$ cat src/rtl/cpu_pkg.sv
// cpu_pkg: shared datapath widths and the multiply-writeback scheduler state type
package cpu_pkg;
    localparam int XLEN = 32;
    localparam int RAW  = 5;
    typedef enum logic [1:0] {IDLE, BUSY, WRITE} mulwb_state_e;
endpackage

$ cat src/rtl/mul_wb_sched.sv
// mul_wb_sched: launches an iterative multiply, stalls the pipeline until its
// result arrives, and merges that result onto the single register-file write
// port alongside normal writeback (normal writeback always has priority).
// Optional: define MULWB_PERF_EN to add the saturating perf_stall_cyc counter.
module mul_wb_sched #(
    parameter int XLEN    = cpu_pkg::XLEN,
    parameter int RAW     = cpu_pkg::RAW,
    parameter int TIMEOUT = 64
) (
    input  logic            clk,
    input  logic            rst,
    input  logic            mul_req,
    input  logic [RAW-1:0]  mul_rd,
    output logic            mul_start,
    input  logic            mul_ready,
    input  logic [XLEN-1:0] mul_out,
    input  logic            wb_valid,
    input  logic [RAW-1:0]  wb_rd,
    input  logic [XLEN-1:0] wb_data,
    output logic            rf_we,
    output logic [RAW-1:0]  rf_waddr,
    output logic [XLEN-1:0] rf_wdata,
    output logic            stall,
    output logic            mul_err
`ifdef MULWB_PERF_EN
    ,
    output logic [31:0]     perf_stall_cyc
`endif
);
    import cpu_pkg::*;

    localparam int CW = $clog2(TIMEOUT);

    mulwb_state_e    r_state;
    mulwb_state_e    w_next;
    logic [RAW-1:0]  r_rd;
    logic [XLEN-1:0] r_res;
    logic [CW-1:0]   r_cnt;
    logic            r_mul_start;
    logic            r_mul_err;
    logic            w_launch;
    logic            w_timeout;
    logic            w_mul_wb;

    // Next state, launch/timeout strobes and the write-port merge
    always_comb begin
        w_next    = r_state;
        w_launch  = 1'b0;
        w_timeout = 1'b0;
        case (r_state)
            IDLE: begin
                w_launch = mul_req;
                w_next   = mul_req ? BUSY : IDLE;
            end
            BUSY: begin
                w_timeout = !mul_ready && (r_cnt == CW'(TIMEOUT - 1));
                w_next    = mul_ready ? WRITE : (w_timeout ? IDLE : BUSY);
            end
            WRITE:   w_next = wb_valid ? WRITE : IDLE;
            default: w_next = IDLE;
        endcase
        w_mul_wb = (r_state == WRITE) && !wb_valid;
        rf_we    = w_mul_wb ? (r_rd != '0) : (wb_valid && (wb_rd != '0));
        rf_waddr = w_mul_wb ? r_rd : wb_rd;
        rf_wdata = w_mul_wb ? r_res : wb_data;
        stall    = (r_state == BUSY) || ((r_state == IDLE) ? mul_req : wb_valid);
    end

    // State register plus captured destination, result, timeout count and flags
    always_ff @(posedge clk or posedge rst) begin
        if (rst) begin
            r_state     <= IDLE;
            r_rd        <= '0;
            r_res       <= '0;
            r_cnt       <= '0;
            r_mul_start <= 1'b0;
            r_mul_err   <= 1'b0;
        end else begin
            r_state     <= w_next;
            r_mul_start <= w_launch;
            if (w_launch) begin
                r_rd  <= mul_rd;
                r_cnt <= '0;
            end else if (r_state == BUSY) begin
                r_cnt <= r_cnt + 1'b1;
            end
            if (r_state == BUSY && mul_ready)
                r_res <= mul_out;
            if (w_timeout)
                r_mul_err <= 1'b1;
        end
    end

    assign mul_start = r_mul_start;
    assign mul_err   = r_mul_err;

`ifdef MULWB_PERF_EN
    logic [31:0] r_perf;

    // Saturating count of clock edges seen with stall high
    always_ff @(posedge clk or posedge rst) begin
        if (rst)
            r_perf <= '0;
        else if (stall && (r_perf != 32'hFFFF_FFFF))
            r_perf <= r_perf + 32'd1;
    end

    assign perf_stall_cyc = r_perf;
`endif
endmodule

$ cat config.mk
export PLATFORM = sky130hd
export DESIGN_NAME = mul_wb_sched
export DESIGN_NICKNAME = d
export VERILOG_FILES = /design/src/rtl/cpu_pkg.sv /design/src/rtl/mul_wb_sched.sv
export SDC_FILE = /design/constraint.sdc
export NUM_CORES = 1
export LEC_CHECK = 0
export CAP_MARGIN = 20
export CORE_ASPECT_RATIO = 0.7
export CORE_MARGIN = 5
export CORE_UTILIZATION = 35
export DETAILED_ROUTE_END_ITERATION = 16
export GPL_TIMING_DRIVEN = 0
export PLACE_DENSITY = 0.72
export SLEW_MARGIN = 5
export SYNTH_ARGS = -nofsm -noshare
export SYNTH_HDL_FRONTEND = slang
export SYNTH_SLANG_ARGS = --single-unit
export TNS_END_PERCENT = 1
$ cat constraint.sdc
create_clock -name clk -period 1.9 [get_ports clk]
set_clock_uncertainty 0.1 [all_clocks]
set_input_delay 0.38 -clock clk [delete_from_list [all_inputs] [get_ports clk]]
set_output_delay 0.38 -clock clk [all_outputs]
set_load 0.005 [all_outputs]
# --- Word-level counts from Yosys, hierarchy flattened ---
# Cells that the tools add are included.
op_classes:
  addsub: 1
  n_eq_ne: 3
  muxes: 13
  reduce_logical: 11
op_table:
  columns: ["operator", "count"]
  rows:
  - ["32-bit 2-to-1 mux", 1]
  - ["6-bit 2-to-1 mux", 2]
  - ["5-bit nonzero test", 2]
  - ["6-bit by 1-bit adder with 6-bit output, second input constant", 1]
  - ["6-bit == test, second input constant", 1]
  - ["1-bit 2-to-1 mux", 6]
  - ["2-bit one-hot mux with 3 select lines", 1]
  - ["5-bit 2-to-1 mux", 1]
  - ["1-bit logical AND", 4]
  - ["2-bit 2-to-1 mux", 2]
  - ["2-bit by 1-bit == test with 1-bit output, second input constant", 1]
  - ["2-bit == test, second input constant", 1]
  - ["1-bit logical NOT", 2]
  - ["2-bit logical NOT", 1]
  - ["2-bit nonzero test", 1]
  - ["1-bit logical OR", 1]
word_totals:
  regBits: 47
  inputBits: 79
  out_inout_bits: 41

# --- Depth between registers and ports, before layout ---
# Gate-level depths: netlist of run 1.
depth:
  depth_word: 5
  mapped_depth: 6
  depth_no_buf: 4

# --- Worst setup path before layout of run 1 ---
# OpenSTA, ideal clock, no wires.
synth_timing:
  kind: "register to output"
  startpoint: "register r_state[0]"
  endpoint: "output port rf_wdata[12]"
  arrival_time_ps: 1342
  setup_slack_ps: 78
  path_stages_with_launch: 6
  n_path_buf: 3
  cell_sequence: "dfrtp_1 > buf_4 > nor3b_2 > buf_6 > buf_6 > mux2_2"
synth_via:
  elab_chain_len: 3
synth_lines:
  columns: ["item", "line", "source"]
  rows:
  - ["start, declared", "mul_wb_sched.sv:34", "mulwb_state_e r_state;"]
  - ["start signal, assigned", "mul_wb_sched.sv:79", "r_state <= w_next;"]
  - ["2-bit == test", "mul_wb_sched.sv:62", "w_mul_wb = (r_state == WRITE) && !wb_valid;"]
  - ["1-bit logical AND", "mul_wb_sched.sv:62", null]
  - ["32-bit 2-to-1 mux", "mul_wb_sched.sv:65", "rf_wdata = w_mul_wb ? r_res : wb_data;"]
  - ["end, declared", "mul_wb_sched.sv:22", "output logic [XLEN-1:0] rf_wdata,"]
# No other way between the ends.

# --- Worst setup path in the final report of run 1 ---
layout_timing:
  startpoint: "register r_state[0]"
  endpoint: "output port rf_waddr[1]"
layout_via:
  elab_chain_len: 3
layout_lines:
  columns: ["item", "line", "source"]
  rows:
  - ["2-bit == test", "mul_wb_sched.sv:62", null]
  - ["1-bit logical AND", "mul_wb_sched.sv:62", null]
  - ["5-bit 2-to-1 mux", "mul_wb_sched.sv:64", "rf_waddr = w_mul_wb ? r_rd : wb_rd;"]
  - ["end, declared", "mul_wb_sched.sv:21", "output logic [RAW-1:0] rf_waddr,"]
# No other way between the ends.

==> results.md, run 1 <==
- clock insertion delay at the later pin of the skew report: 290 ps
- Post-DRT Antenna Nets: 0
- boundary pin count: 120
- Core ar.: 6630 µm²
- largest incremental delay on the critical path: 420 ps
- RSZ-0062 raised after global routing: yes
- DRC viols: 0
- clock buffer count from CTS: 5
- required arrival time at the worst endpoint: 1420 ps
- actual transition at the worst max-transition pin: 504 ps
- die outline height: 78.6 µm
- Peak supply drop: 0.000412 V
- pin count of the biggest net entering global routing: 26
- Arr. time, crit path: 1840 ps
- overall routing resource usage: 15.1%
- Max Buffers Root-to-Sink: 2
- Pwr Total: 4.08 mW
- compound-gate portion of the synthesized area: 3.88%
- final net count: 397
- Crit Path Category: reg -> out
- violations in the final reports: negative setup slack
- die outline area: 8490 µm²
- unique cell type count in the Yosys netlist: 29
- Buffers & Inverters on Critical Path: 4
- leakage power of the design: 1.73 nW
- antenna violations before repair: 0
- worst slew margin relative to its limit: 66.4%
- number of inserted filler cells in the final layout: 593
- Std-Cell Rows: 25
- fraction of layout cells with a size suffix above 1: 42.1%
- sequential area share after synthesis: 50.0%
- gr ovfl total: 0
- Pwr Density: 1060 nW/µm²
- Starting Density: 35.5%
- number of antenna diodes: 0
- final hold slack: 338 ps
- cell repeated most along the worst path: sky130_fd_sc_hd__buf_6
- area share of fa/ha/maj cells after synthesis: 0.532%
- length of the first detailed-routing pass in iterations: 4
- combinational family with the most area after synthesis: multiplexers
- worst-path cell chain: nor3b_4, buf_6, buf_6, buf_6, mux2_4, buf_6
- last weighted congestion value of the routability-driven placer: 0.767
- Simple-Gate Fraction of Synth Area: 7.50%
- Hold Vio Cnt, Final: 0
- leading cell type in the layout, fill and taps excluded: sky130_fd_sc_hd__clkdlybuf4s50_1
- Max Cap Viol: 0
- f_max: 431 MHz
- count of warnings emitted by yosys: 0
- Area growth, synth to finish: 63.9%
- cell type with the highest aggregate area in the netlist: sky130_fd_sc_hd__dfrtp_1
- wire length of the first global-routing pass: 10.2 mm
- final setup violation count: 38
- number of vias per cell after detailed routing: 4.60
- final worst path period share: 122%
- highest-count cells in the layout ignoring fill and taps: sky130_fd_sc_hd__clkdlybuf4s50_1, sky130_fd_sc_hd__mux2_2, sky130_fd_sc_hd__dfrtp_1
- Post-Place Worst Slack: -874 ps
- Finished Core Util: 58.2%
- total of flip-flops plus latches after synthesis: 47
- number of DRC violations after detailed-routing iteration 0: 72
- post-detailed-route wirelength per cell: 15.4 µm
- area taken by multi-input logic gates: 1180 µm²
- post-synthesis mux area share: 33.9%
- dpl hpwl: 4.75 mm
- CP Launch Type: register
- maximum fanout encountered on the critical timing path: 6
- Routed Wire Length: 6.35 mm
- area of the mapped netlist: 2350 µm²
- result of the run: finished with violations
- total negative slack for setup checks: -13820 ps
- maximum level of the CTS H-tree: 2
- setup ws final: -418 ps
- total nets after synthesis: 261
- Vias: 1895
- xor/xnor share of the synthesized area: 0%
- Top Family by Delay on Critical Path: buffers and inverters
- Die W: 108 µm
- clock slew at reported path FFs: 80 ps
- CTS root buf: sky130_fd_sc_hd__clkbuf_8
- number of enable-type register cells in the synthesized netlist: 0
- Crit. End Element: primary output
- vias in the first global route: 2046
- library cell contributing the largest single delay on the critical path: sky130_fd_sc_hd__dfrtp_1
- time the worst path needs with I/O delays and setup: 2320 ps
- Pins Over Slew Limit: 0
- synthesized netlist cell count: 181
- worst min-delay path category: in -> async
- biggest area contributors in the synthesized netlist: sky130_fd_sc_hd__dfrtp_1, sky130_fd_sc_hd__mux2_2, sky130_fd_sc_hd__nand2_1, sky130_fd_sc_hd__buf_6, sky130_fd_sc_hd__mux2_1
- prevailing post-synth register cell: sky130_fd_sc_hd__dfrtp_1
- synthesized area per cell: 13.0 µm²
- share of flip-flops with an asynchronous set or reset: 100%
- Yosys top cell area share: 50.0%
- quantity of I/O buffers inserted on ports: 119
- combined flip-flop and latch cell area: 1180 µm²
- TritonCTS sink count: 47
- CTS tree: built
==> logic make-up after synthesis <==
logic type      Yosys count
compound gates           13
flops                    47
buf+inv                  12
fa+ha+maj                 1
simple gates             37
mux                      71
==> path summary, 6_finish.rpt <==
path                                      startpoint  cells past startpoint  slack, ps                     to
min in group clk                 mul_err$_DFFE_PP0P_                      1        370    mul_err$_DFFE_PP0P_
max in group asynchronous                        rst                      3        850   r_state[1]$_DFF_PP0_
worst min register to register   mul_err$_DFFE_PP0P_                      1        370    mul_err$_DFFE_PP0P_
worst min-delay path                             rst                      2        340  r_res[18]$_DFFE_PP0P_
worst max-delay path            r_state[0]$_DFF_PP0_                      6       -420            rf_waddr[1]
worst max register to register  r_state[0]$_DFF_PP0_                      5        170  r_res[15]$_DFFE_PP0P_
==> layout make-up <==
class	instances	area share, %
Tap cell	94	3.05
Clock buffer	7	1.98
Sequential cell	47	30.5
Clock inverter	1	0.130
Timing Repair Buffer	133	32.1
Multi-Input combinational cell	122	30.6
Buffer	5	1.30
Inverter	3	0.292
==> metal layers <==
layer  GRT usage (%)  up-vias  wire, µm
li1                -      915         -
met1            20.6      910      2990
met2            23.8       66      2810
met3            5.01        4       528
met4            2.65        0        23
met5               0        -         0
==> sequential cells by signal, indices dropped and copies added, names as in the netlist <==
| signal | cells |
|---|---|
| r_cnt | 6 |
| mul_start | 1 |
| r_rd | 5 |
| r_res | 32 |
| mul_err | 1 |
| r_state | 2 |
==> through the flow <==
stage	std cells	cell area (µm²)
after global routing	412	3860
final	412	3860
after CTS	413	3870
after detailed placement	395	3680
after floorplan	181	2350
after global placement	394	3660
==> synthesized netlist by cell type, drive strengths merged (2+ instances only) <==
cell type / number
mux2: 70
dfrtp: 47
nand2: 23
buf: 9
o21ai: 4
inv: 3
nand3: 3
nor2: 3
a22o: 2
o311ai: 2
or4: 2
==> where the power goes <==
group | total [mW] | internal [mW] | switching [mW] | leakage, nW
sequential | 1.74 | 1.46 | 0.279 | 0.571
combinational | 1.78 | 1.13 | 0.646 | 1.12
clock | 0.566 | 0.259 | 0.308 | 0.0422
total | 4.08 | 2.85 | 1.23 | 1.73
==> repair_timing <==
action,in CTS,in global routing
setup endpoints to repair,39,39
gates cloned,2,1
setup buffers,9,3
pin swaps,1,1
hold buffers,0,0
gates resized for setup,110,61
Power figures use the tool's default switching activity.
==> inputs of run 2 (changes only) <==
--- a/config.mk
+++ b/config.mk
@@ -7,7 +7,6 @@
 export LEC_CHECK = 0
 export CAP_MARGIN = 20
 export CORE_ASPECT_RATIO = 0.7
-export CORE_MARGIN = 5
 export CORE_UTILIZATION = 35
 export DETAILED_ROUTE_END_ITERATION = 16
 export GPL_TIMING_DRIVEN = 0
==> results.md, run 2 (synthesized netlist as in run 1, its figures left out) <==
- actual transition at the worst max-transition pin: 534 ps
- TritonCTS sink count: 47
- antenna violations before repair: 0
- CTS root buf: sky130_fd_sc_hd__clkbuf_8
- overall routing resource usage: 18.1%
- Global Route met2 Usage: 28.4%
- leakage power of the design: 1.87 nW
- number of DRC violations after detailed-routing iteration 0: 38
- Top Family by Delay on Critical Path: buffers and inverters
- Die W: 100 µm
- Max Cap Viol: 0
- result of the run: finished with violations
- time the worst path needs with I/O delays and setup: 2290 ps
- number of antenna diodes: 0
- DRC viols: 0
- total instance count after detailed placement: 392
- pin count of the biggest net entering global routing: 25
- final setup violation count: 38
- largest incremental delay on the critical path: 430 ps
- maximum level of the CTS H-tree: 2
- max FFs per register: 32
- Pwr Density: 1090 nW/µm²
- Crit Path Category: reg -> out
- wire length of the first global-routing pass: 9.83 mm
- Post-DRT Antenna Nets: 0
- Max Buffers Root-to-Sink: 2
- final worst path period share: 121%
- Pwr Total: 4.45 mW
- number of cells on the worst reg-to-reg path: 6
- worst-path cell chain: nor3b_4, buf_6, buf_6, buf_12, mux2_4, buf_6
- clock insertion delay at the later pin of the skew report: 310 ps
- Vias: 1967
- RR Endpoint: r_res[1]$_DFFE_PP0P_
- Area growth, synth to finish: 73.0%
- Pins Over Slew Limit: 0
- required arrival time at the worst endpoint: 1420 ps
- worst reg2reg setup slack: 60 ps
- post-detailed-route wirelength per cell: 15.4 µm
- Finished Core Util: 64.0%
- fraction of layout cells with a size suffix above 1: 45.2%
- Post-Place Worst Slack: -887 ps
- Peak supply drop: 0.000487 V
- met1 track demand over resource in global routing: 24.7%
- CP Launch Type: register
- worst slew margin relative to its limit: 64.3%
- CTS tree: built
- quantity of I/O buffers inserted on ports: 119
- highest-count cells in the layout ignoring fill and taps: sky130_fd_sc_hd__clkdlybuf4s50_1, sky130_fd_sc_hd__dfrtp_1, sky130_fd_sc_hd__mux2_4
- worst min-delay path category: in -> async
- registers with the most flip-flops: r_res: 32 flops, r_cnt: 6 flops, r_rd: 5 flops
- CTS Hold Bufs: 0
- violations in the final reports: negative setup slack
- dpl hpwl: 4.45 mm
- final hold slack: 327 ps
- die outline height: 70.6 µm
- vias in the first global route: 1953
- Routed Wire Length: 6.43 mm
- boundary pin count: 120
- cell repeated most along the worst path: sky130_fd_sc_hd__buf_6
- final net count: 404
- length of the first detailed-routing pass in iterations: 4
- leading cell type in the layout, fill and taps excluded: sky130_fd_sc_hd__clkdlybuf4s50_1
- Std-Cell Rows: 24
- library cell contributing the largest single delay on the critical path: sky130_fd_sc_hd__dfrtp_1
- Starting Density: 37.0%
- largest reg by FF count: r_res
- global routing's busiest layer: met2
- Hold Vio Cnt, Final: 0
- maximum fanout encountered on the critical timing path: 6
- setup ws final: -391 ps
- f_max: 437 MHz
- last weighted congestion value of the routability-driven placer: 0.804
- die outline area: 7060 µm²
- Crit. End Element: primary output
- Core ar.: 6370 µm²
- clock slew at reported path FFs: 90 ps
- r2r startpoint: r_state[0]$_DFF_PP0_
- clock buffer count from CTS: 5
- number of vias per cell after detailed routing: 4.73
- GR Layer Usage met3: 5.43%
- Non-Filler Instances: 416
- Buffers & Inverters on Critical Path: 4
- RSZ-0062 raised after global routing: yes
- gr ovfl total: 0
- Arr. time, crit path: 1810 ps
run 2: changes by cell type in the layout (fill, tap and decap cells not counted), moves of 4 or more:
cell | previous run | this run
sky130_fd_sc_hd__buf_2 | 6 | 1
sky130_fd_sc_hd__mux2_2 | 46 | 34
sky130_fd_sc_hd__clkbuf_2 | 19 | 15
sky130_fd_sc_hd__mux2_4 | 23 | 35
sky130_fd_sc_hd__buf_6 | 17 | 34
sky130_fd_sc_hd__dlygate4sd2_1 | 6 | 2
run 2: what timing repair did:
action | CTS | global route
resized for setup | 180 | 35
cloned | 3 | 0
endpoints found under the setup margin | 39 | 68
buffers inserted | 18 | 1
pin swaps | 1 | 3
run 2: how the worst max path moves through the flow:
stage                               from            to  slack (ps)  depth (start not counted)
floorplan           r_state[0]$_DFF_PP0_  rf_wdata[12]          80                          5
global placement                wb_valid  rf_wdata[29]        -880                          6
detailed placement              wb_valid  rf_wdata[28]        -890                          6
CTS                 r_state[0]$_DFF_PP0_  rf_wdata[12]        -510                          8
global route        r_state[0]$_DFF_PP0_  rf_wdata[20]        -460                          6
finish              r_state[0]$_DFF_PP0_  rf_wdata[20]        -390                          6
run 2: cell type report:
class,count,area [µm²]
Timing Repair Buffer,139,1370
Buffer,6,65.1
Fill cell,538,2290
Clock inverter,2,35.0
Tap cell,91,114
Multi-Input combinational cell,122,1220
Clock buffer,6,82.6
Sequential cell,47,1180
Inverter,3,11.3
run 2: metal layers:
metal	vias to the layer above	routed length, µm
met4	0	103
met3	11	438
li1	935	-
met2	77	2930
met5	-	0
met1	944	2950
run 2: metrics by stage:
stage / TNS, ps / area, µm²
5_1_grt: -15040 / 4070
2_1_floorplan: 0 / 2350
3_5_place_dp: -30670 / 3680
6_report: -12310 / 4070
4_1_cts: -16880 / 4170
3_3_place_gp: -62260 / 3660
run 2: power by group:
group          leakage, nW  total [mW]  switching, mW  internal (mW)
clock network       0.0612       0.767          0.341          0.426
registers            0.571        1.75          0.286           1.46
logic                 1.23        1.94          0.682           1.26
total                 1.87        4.45           1.31           3.15
==> patch 1, RTL diff (settings of run 1) <==
Change the package constant `XLEN` from 32 to 48.
--- a/src/rtl/cpu_pkg.sv
+++ b/src/rtl/cpu_pkg.sv
@@ -1,5 +1,5 @@
 // cpu_pkg: shared datapath widths and the multiply-writeback scheduler state type
 package cpu_pkg;
-    localparam int XLEN = 32;
+    localparam int XLEN = 48;
     localparam int RAW  = 5;
     typedef enum logic [1:0] {IDLE, BUSY, WRITE} mulwb_state_e;
Interface: changed (resized mul_out, rf_wdata and wb_data); port bits go from 120 to 168. No check against the original RTL was run, so the function may have changed too.
==> patch 1 against run 1 <==
The run still ends with setup timing left. Area after synthesis up 45%. Cell area up 49%. Total power up 63%. Worst setup slack worse by 0.011 ns. Sequential cell count is 16 higher. First-iteration DRC count increased by 4.2%. Wire length up 55%. Die area is 40% higher. Synthesized cell count up 29%. Highest routed layer unchanged.
==> patch 1: results (changes against run 1) <==
Parameter                              Value

Finish
  Fraction of final layout cells with drive strength greater than 1 ... 0.4861 (+0.06473)
  Number of nets in the final layout ... 539 (+36%)
  Antenna diodes ... 0 (unchanged)
  Layout filler cell count ... 812 (+37%)
  Leading registers by flop count ... r_res (48), r_cnt (6), r_rd (5)

Setup path
  Delay-heaviest family, CP ... buffers and inverters
  Reg2Reg Depth ... 7 (+2)
  Maximum fanout count along the critical path ... 5 (-1)
  Maximum single-stage delay on the critical path ... 0.42 ns (about the same)
  CP Data Arrival Time ... 1.85 ns
  FF-to-FF setup slack ... 0.06 ns (-0.11 ns)
  Slowest library cell on the worst path ... sky130_fd_sc_hd__dfrtp_2

Routing
  Final Routed Wirelength ... 9830 um (+55%)
  Number of vias per cell after detailed routing ... 4.630 (+0.67%)
  Detailed-routing iteration count for the pre-antenna-repair pass ... 4 (unchanged)
  Number of violations reported at the end of detailed-routing iteration 0 ... 75 (+4.2%)

Run status
  Status ... finished with violations
  Violated checks ... setup timing

Timing
  Worst-case headroom to the max-slew limit ... 0.6009 (-0.06293)
  Final setup violating endpoints ... 54 (+42%)
  Final worst hold slack ... 0.3563 ns (+0.01837 ns)
  Least setup slack across all paths after layout ... -0.4287 ns (-0.01110 ns)

Pwr
  Worst supply voltage drop on vdd ... 0.4460 mV (+8.2%)
  Lkg Pwr ... 2.582 nW (+49%)

Global routing
  First-pass GRT wire length ... 15680 um (+53%)
  Number of antenna violations at the first check in global routing ... 0 (unchanged)
  Maximum number of pins on one net before global-route repair ... 39 (+50%)
  Number of global-route vias before repair ... 2916 (+43%)
  Total Routing Usage GR ... 0.1687 (+0.01728)

Synthesis
  Synth Net Count ... 345 (+32%)
  Syn Area/Cell ... 14.64 sq um (+13%)
  Post-synth ARST share ... 1.000 (unchanged)
  Part of the Yosys area used for sequential elements ... 0.4620 (-0.03769)
  Top cells by area, synth ... sky130_fd_sc_hd__dfrtp_1, sky130_fd_sc_hd__mux2_4, sky130_fd_sc_hd__mux2_2, sky130_fd_sc_hd__buf_12, sky130_fd_sc_hd__nand2_1
  Number of synthesized flops with an enable pin ... 0 (unchanged)
  Distinct cells, synth ... 30 (+3.4%)
  Synth warn ... 0 (unchanged)
  Most frequent cells after synthesis ... sky130_fd_sc_hd__dfrtp_1, sky130_fd_sc_hd__mux2_4, sky130_fd_sc_hd__mux2_2, sky130_fd_sc_hd__nand2_1, sky130_fd_sc_hd__buf_12

Place
  Buffers added on ports ... 167 (+40%)
  HPWL Detailed ... 7393 um (+55%)
  Final GP Congestion ... 0.8626 (+12%)

Clocking
  H-tree Lvls ... 3 (+1)
  Buffer cell driving the clock tree root ... sky130_fd_sc_hd__clkbuf_16
  Number of CTS-inserted buffers ... 9 (+4)
  Worst-skew pair later-pin latency ... 0.32 ns (+0.03 ns)
  Clock transition at the register clock pins on the worst setup and hold paths after CTS ... 0.05 ns (-0.03 ns)
  Maximum buffer depth of the clock tree ... 2 (unchanged)

Worst hold path
  Hold Path Depth ... 1
  Hold crit path type ... reg2reg
==> patch 1: cell types whose count changed after synthesis, sizes merged <==
| cell | delta |
|---|---|
| mux2 | +32 |
| nor2b | +1 |
| dfrtp | +16 |
| and2b | -1 |
| buf | +4 |
==> patch 1: logic make-up after synthesis <==
| kind of cell | after synthesis | share of synthesized area |
|---|---|---|
| AOI/OAI and AO/OA | 13 | 0.02677 |
| adders and majority gates | 1 | 0.003666 |
| buffers and inverters | 16 | 0.05061 |
| DFF | 63 | 0.4620 |
| muxes | 103 | 0.4034 |
| and+or+nand+nor | 37 | 0.05354 |
==> patch 1: path summary, 6_finish.rpt <==
kind / startpoint / endpoint
min: mul_err / mul_err
min reg2reg: mul_err / mul_err
max reg2reg: r_state[0] / r_res[2]
max in group asynchronous: rst / r_state[0]
max: r_state[0] / rf_wdata[14]
min in group asynchronous: rst / r_res[11]
==> patch 1: repair_timing <==
item                                    CTS  global route
buffers inserted                         14             0
cloned                                    4             1
endpoints found under the setup margin   55            72
resized for setup                       206            41
pin swaps                                 2             1
endpoints found under the hold margin     0             0
==> patch 1: cell type report <==
cell class,count,area share
tap,128,0.02795
buffer,12,0.02926
multi-input combinational,154,0.2937
sequential,63,0.2756
clock inverter,5,0.005896
clock buffer,11,0.04237
timing repair buffer,184,0.3226
inverter,3,0.002621
==> patch 1: routing by layer <==
metal	vias up	part of all wire	GRT usage
li1	1225	-	-
met2	122	0.47	0.2718
met3	6	0.11	0.08357
met1	1240	0.42	0.2070
met5	-	0	0
met4	0	0.0061	0.02915
==> patch 1: where the power goes <==
part           total, mW  internal, mW  switching, mW
logic               2.80          1.86          0.942
clock network       1.48         0.914          0.566
registers           2.38          1.99          0.393
==> patch 1: through the flow <==
stage / util / setup WS (ns) / TNS [ns] / area, sq um / cells
floorplan: - / 0.1051 / 0 / 3416 / 233
global placement: 0.5461 / -0.8329 / -50.42 / 5248 / 528
detailed placement: 0.5482 / -0.8699 / -45.53 / 5268 / 529
CTS: 0.6103 / -0.4963 / -22.69 / 5864 / 562
global route: 0.5962 / -0.5218 / -23.82 / 5729 / 560
finish: 0.5962 / -0.4287 / -18.51 / 5729 / 560
==> patch 1: worst reg2reg max path: cells and delay by family, from the launching register on <==
family,cells,cell delay [ns]
buffers and inverters,4,0.64
DFF,1,0.42
muxes,1,0.31
and+or+nand+nor,2,0.26
==> patch 2, RTL diff (config.mk and constraints of run 1) <==
Without the edit above. Put one more register stage on the output `mul_err`, without a reset. The value now appears one clock later. The other outputs are not delayed to match.
--- a/src/rtl/mul_wb_sched.sv
+++ b/src/rtl/mul_wb_sched.sv
@@ -93,5 +93,7 @@
 
     assign mul_start = r_mul_start;
-    assign mul_err   = r_mul_err;
+    always_ff @(posedge clk) begin
+        mul_err <= r_mul_err;
+    end
 
 `ifdef MULWB_PERF_EN
Behaviour: no difference found for any inputs over 10 cycles, from zero or initial values and one cycle with rst high; that may be too few to reach the edited logic, so the function may still have changed.
==> patch 2 against run 1 <==
The run still ends with setup timing left. Area after synthesis up 0.85%. Register-to-register slack worse by 0.06 ns. Critical path depth up 1. Total power up 3.6%. Non-clock buffer count up 5. Final cell count up 1.5%. Wire length up 5.5%. Sequential cell count up 1. First-iteration DRC count down 32%. Cell area up 2.6%. Worst setup slack worse by 0.012 ns. Sequential share of layout area down 0.28 points. Critical path type unchanged. Critical endpoint is now rf_wdata[16]. Largest power group unchanged.
==> patch 2: results (changes against run 1) <==
Parameter                              Value

Routing
  Number of vias in the routed layout ... 1945 (+2.6%)
  Detailed-routing iteration count for the pre-antenna-repair pass ... 4 (unchanged)
  Detail-routed net length per standard cell ... 16.03 um (+3.9%)
  Antenna violation net count after detailed routing ... 0 (unchanged)
  Number of violations reported at the end of detailed-routing iteration 0 ... 49 (-32%)

Timing
  Worst-case headroom to the max-slew limit ... 0.7651 (+0.1013)
  Final setup violating endpoints ... 39 (+2.6%)
  Least setup slack across all paths after layout ... -0.4298 ns (-0.01217 ns)
  Hold Vio Cnt, Final ... 0 (unchanged)
  Final sum of negative setup slack ... -13.34 ns (+0.4749 ns)

Place
  Buffers added on ports ... 119 (unchanged)
  HPWL Detailed ... 4921 um (+3.5%)
  Final GP Congestion ... 0.7852 (+2.4%)

Global routing
  Total Routing Usage GR ... 0.1533 (+0.001912)
  GR met1 Demand/Resource ... 0.2053 (-0.001121)
  Met2 Usage GRT ... 0.2478 (+0.01025)
  Maximum number of pins on one net before global-route repair ... 36 (+38%)
  M3 GR Usage ... 0.04549 (-0.004632)
  Number of global-route vias before repair ... 2096 (+2.4%)
  First-pass GRT wire length ... 10340 um (+1.1%)

Run status
  Violated checks ... setup timing
  Status ... finished with violations

Synthesis
  Syn Area/Cell ... 13.04 sq um (+0.30%)
  Top cells by area, synth ... sky130_fd_sc_hd__dfrtp_1, sky130_fd_sc_hd__mux2_2, sky130_fd_sc_hd__nand2_1, sky130_fd_sc_hd__buf_6, sky130_fd_sc_hd__mux2_1
  Part of the Yosys area used for sequential elements ... 0.5040 (+0.004219)
  Distinct cells, synth ... 30 (+3.4%)
  Synth Net Count ... 262 (+0.38%)
  Post-synth ARST share ... 0.9792 (-0.02083)

Setup path
  CP Data Arrival Time ... 1.85 ns
  FF-to-FF setup slack ... 0.11 ns (-0.06 ns)
  Worst setup path end ... rf_wdata[16]
  Capture point of the worst reg-to-reg path ... r_res[3]
  Reg2Reg Depth ... 6 (+1)

Finish
  Number of nets in the final layout ... 403 (+1.5%)
  Fraction of final layout cells with drive strength greater than 1 ... 0.4198 (-0.001631)
  Leading registers by flop count ... r_res (32), r_cnt (6), r_rd (5)
  Non-filler instance count after layout ... 418 (+1.5%)

Clocking
  Clock transition at the register clock pins on the worst setup and hold paths after CTS ... 0.09 ns
  H-tree Lvls ... 2 (unchanged)
  Maximum buffer depth of the clock tree ... 2 (unchanged)

Pwr
  Worst supply voltage drop on vdd ... 0.4440 mV (+7.7%)
  Lkg Pwr ... 1.760 nW (+1.7%)
==> patch 2: report_power, final <==
group          switching, mW  internal (mW)  leakage, nW
sequential             0.289           1.48        0.579
combinational          0.674           1.19         1.14
clock                  0.336          0.259       0.0422
==> patch 2: logic make-up after synthesis <==
kind of cell	Yosys count	synth area share
simple gates	37	0.07433
fa+ha+maj	1	0.005271
buf+inv	12	0.04164
compound gates	13	0.03849
flops	48	0.5040
mux	71	0.3363
==> patch 2: what timing repair did <==
action                     CTS  global route
setup endpoints to repair   39            39
cloned                       2             0
setup buffers               10             5
pin swaps                    2             1
gates resized for setup    108            46
==> patch 2: area by class of cell <==
cell class	count	area [sq um]
tap	94	117.6
clock buffer	7	76.32
timing repair buffer	136	1313
buffer	7	80.08
sequential	48	1197
inverter	3	11.26
fill	577	2704
multi-input combinational	122	1159
clock inverter	1	5.005
==> patch 2: worst min-delay path by stage <==
| stage | from | end | slack [ns] | depth (start not counted) |
|---|---|---|---|---|
| 6_report | rst | r_res[11] | 0.24 | 2 |
| 5_1_grt | rst | r_res[11] | 0.25 | 2 |
| 4_1_cts | rst | r_res[11] | 0.25 | 2 |
| 3_5_place_dp | r_mul_err | mul_err | 0.26 | 0 |
| 3_3_place_gp | r_mul_err | mul_err | 0.26 | 0 |
| 2_1_floorplan | r_mul_err | mul_err | 0.25 | 0 |
==> patch 2: worst register-to-register path, stage by stage, from the launching register on <==
cell and delay, ns:
sky130_fd_sc_hd__dfrtp_1 0.43, sky130_fd_sc_hd__buf_4 0.15, sky130_fd_sc_hd__buf_4 0.15, sky130_fd_sc_hd__and2b_1 0.20, sky130_fd_sc_hd__nand2_4 0.14, sky130_fd_sc_hd__buf_6 0.17, sky130_fd_sc_hd__mux2_2 0.35
==> patch 2: routing by layer <==
layer / vias to the layer above / routed length (um)
li1: 933 / -
met1: 928 / 3000
met2: 79 / 3090
met3: 5 / 583
met4: 0 / 25
met5: - / 0
==> patch 2: metrics by stage <==
stage               hold slack (ns)  setup slack, ns  power [mW]  cell area, sq um
detailed placement           0.2602          -0.8600       3.471              3702
floorplan                    0.2489          0.07794       2.698              2374
global route                 0.2529          -0.5104       4.491              3959
global placement             0.2646          -0.8668       3.381              3682
finish                       0.2391          -0.4298       4.227              3959
CTS                          0.2484          -0.5469       4.170              3914
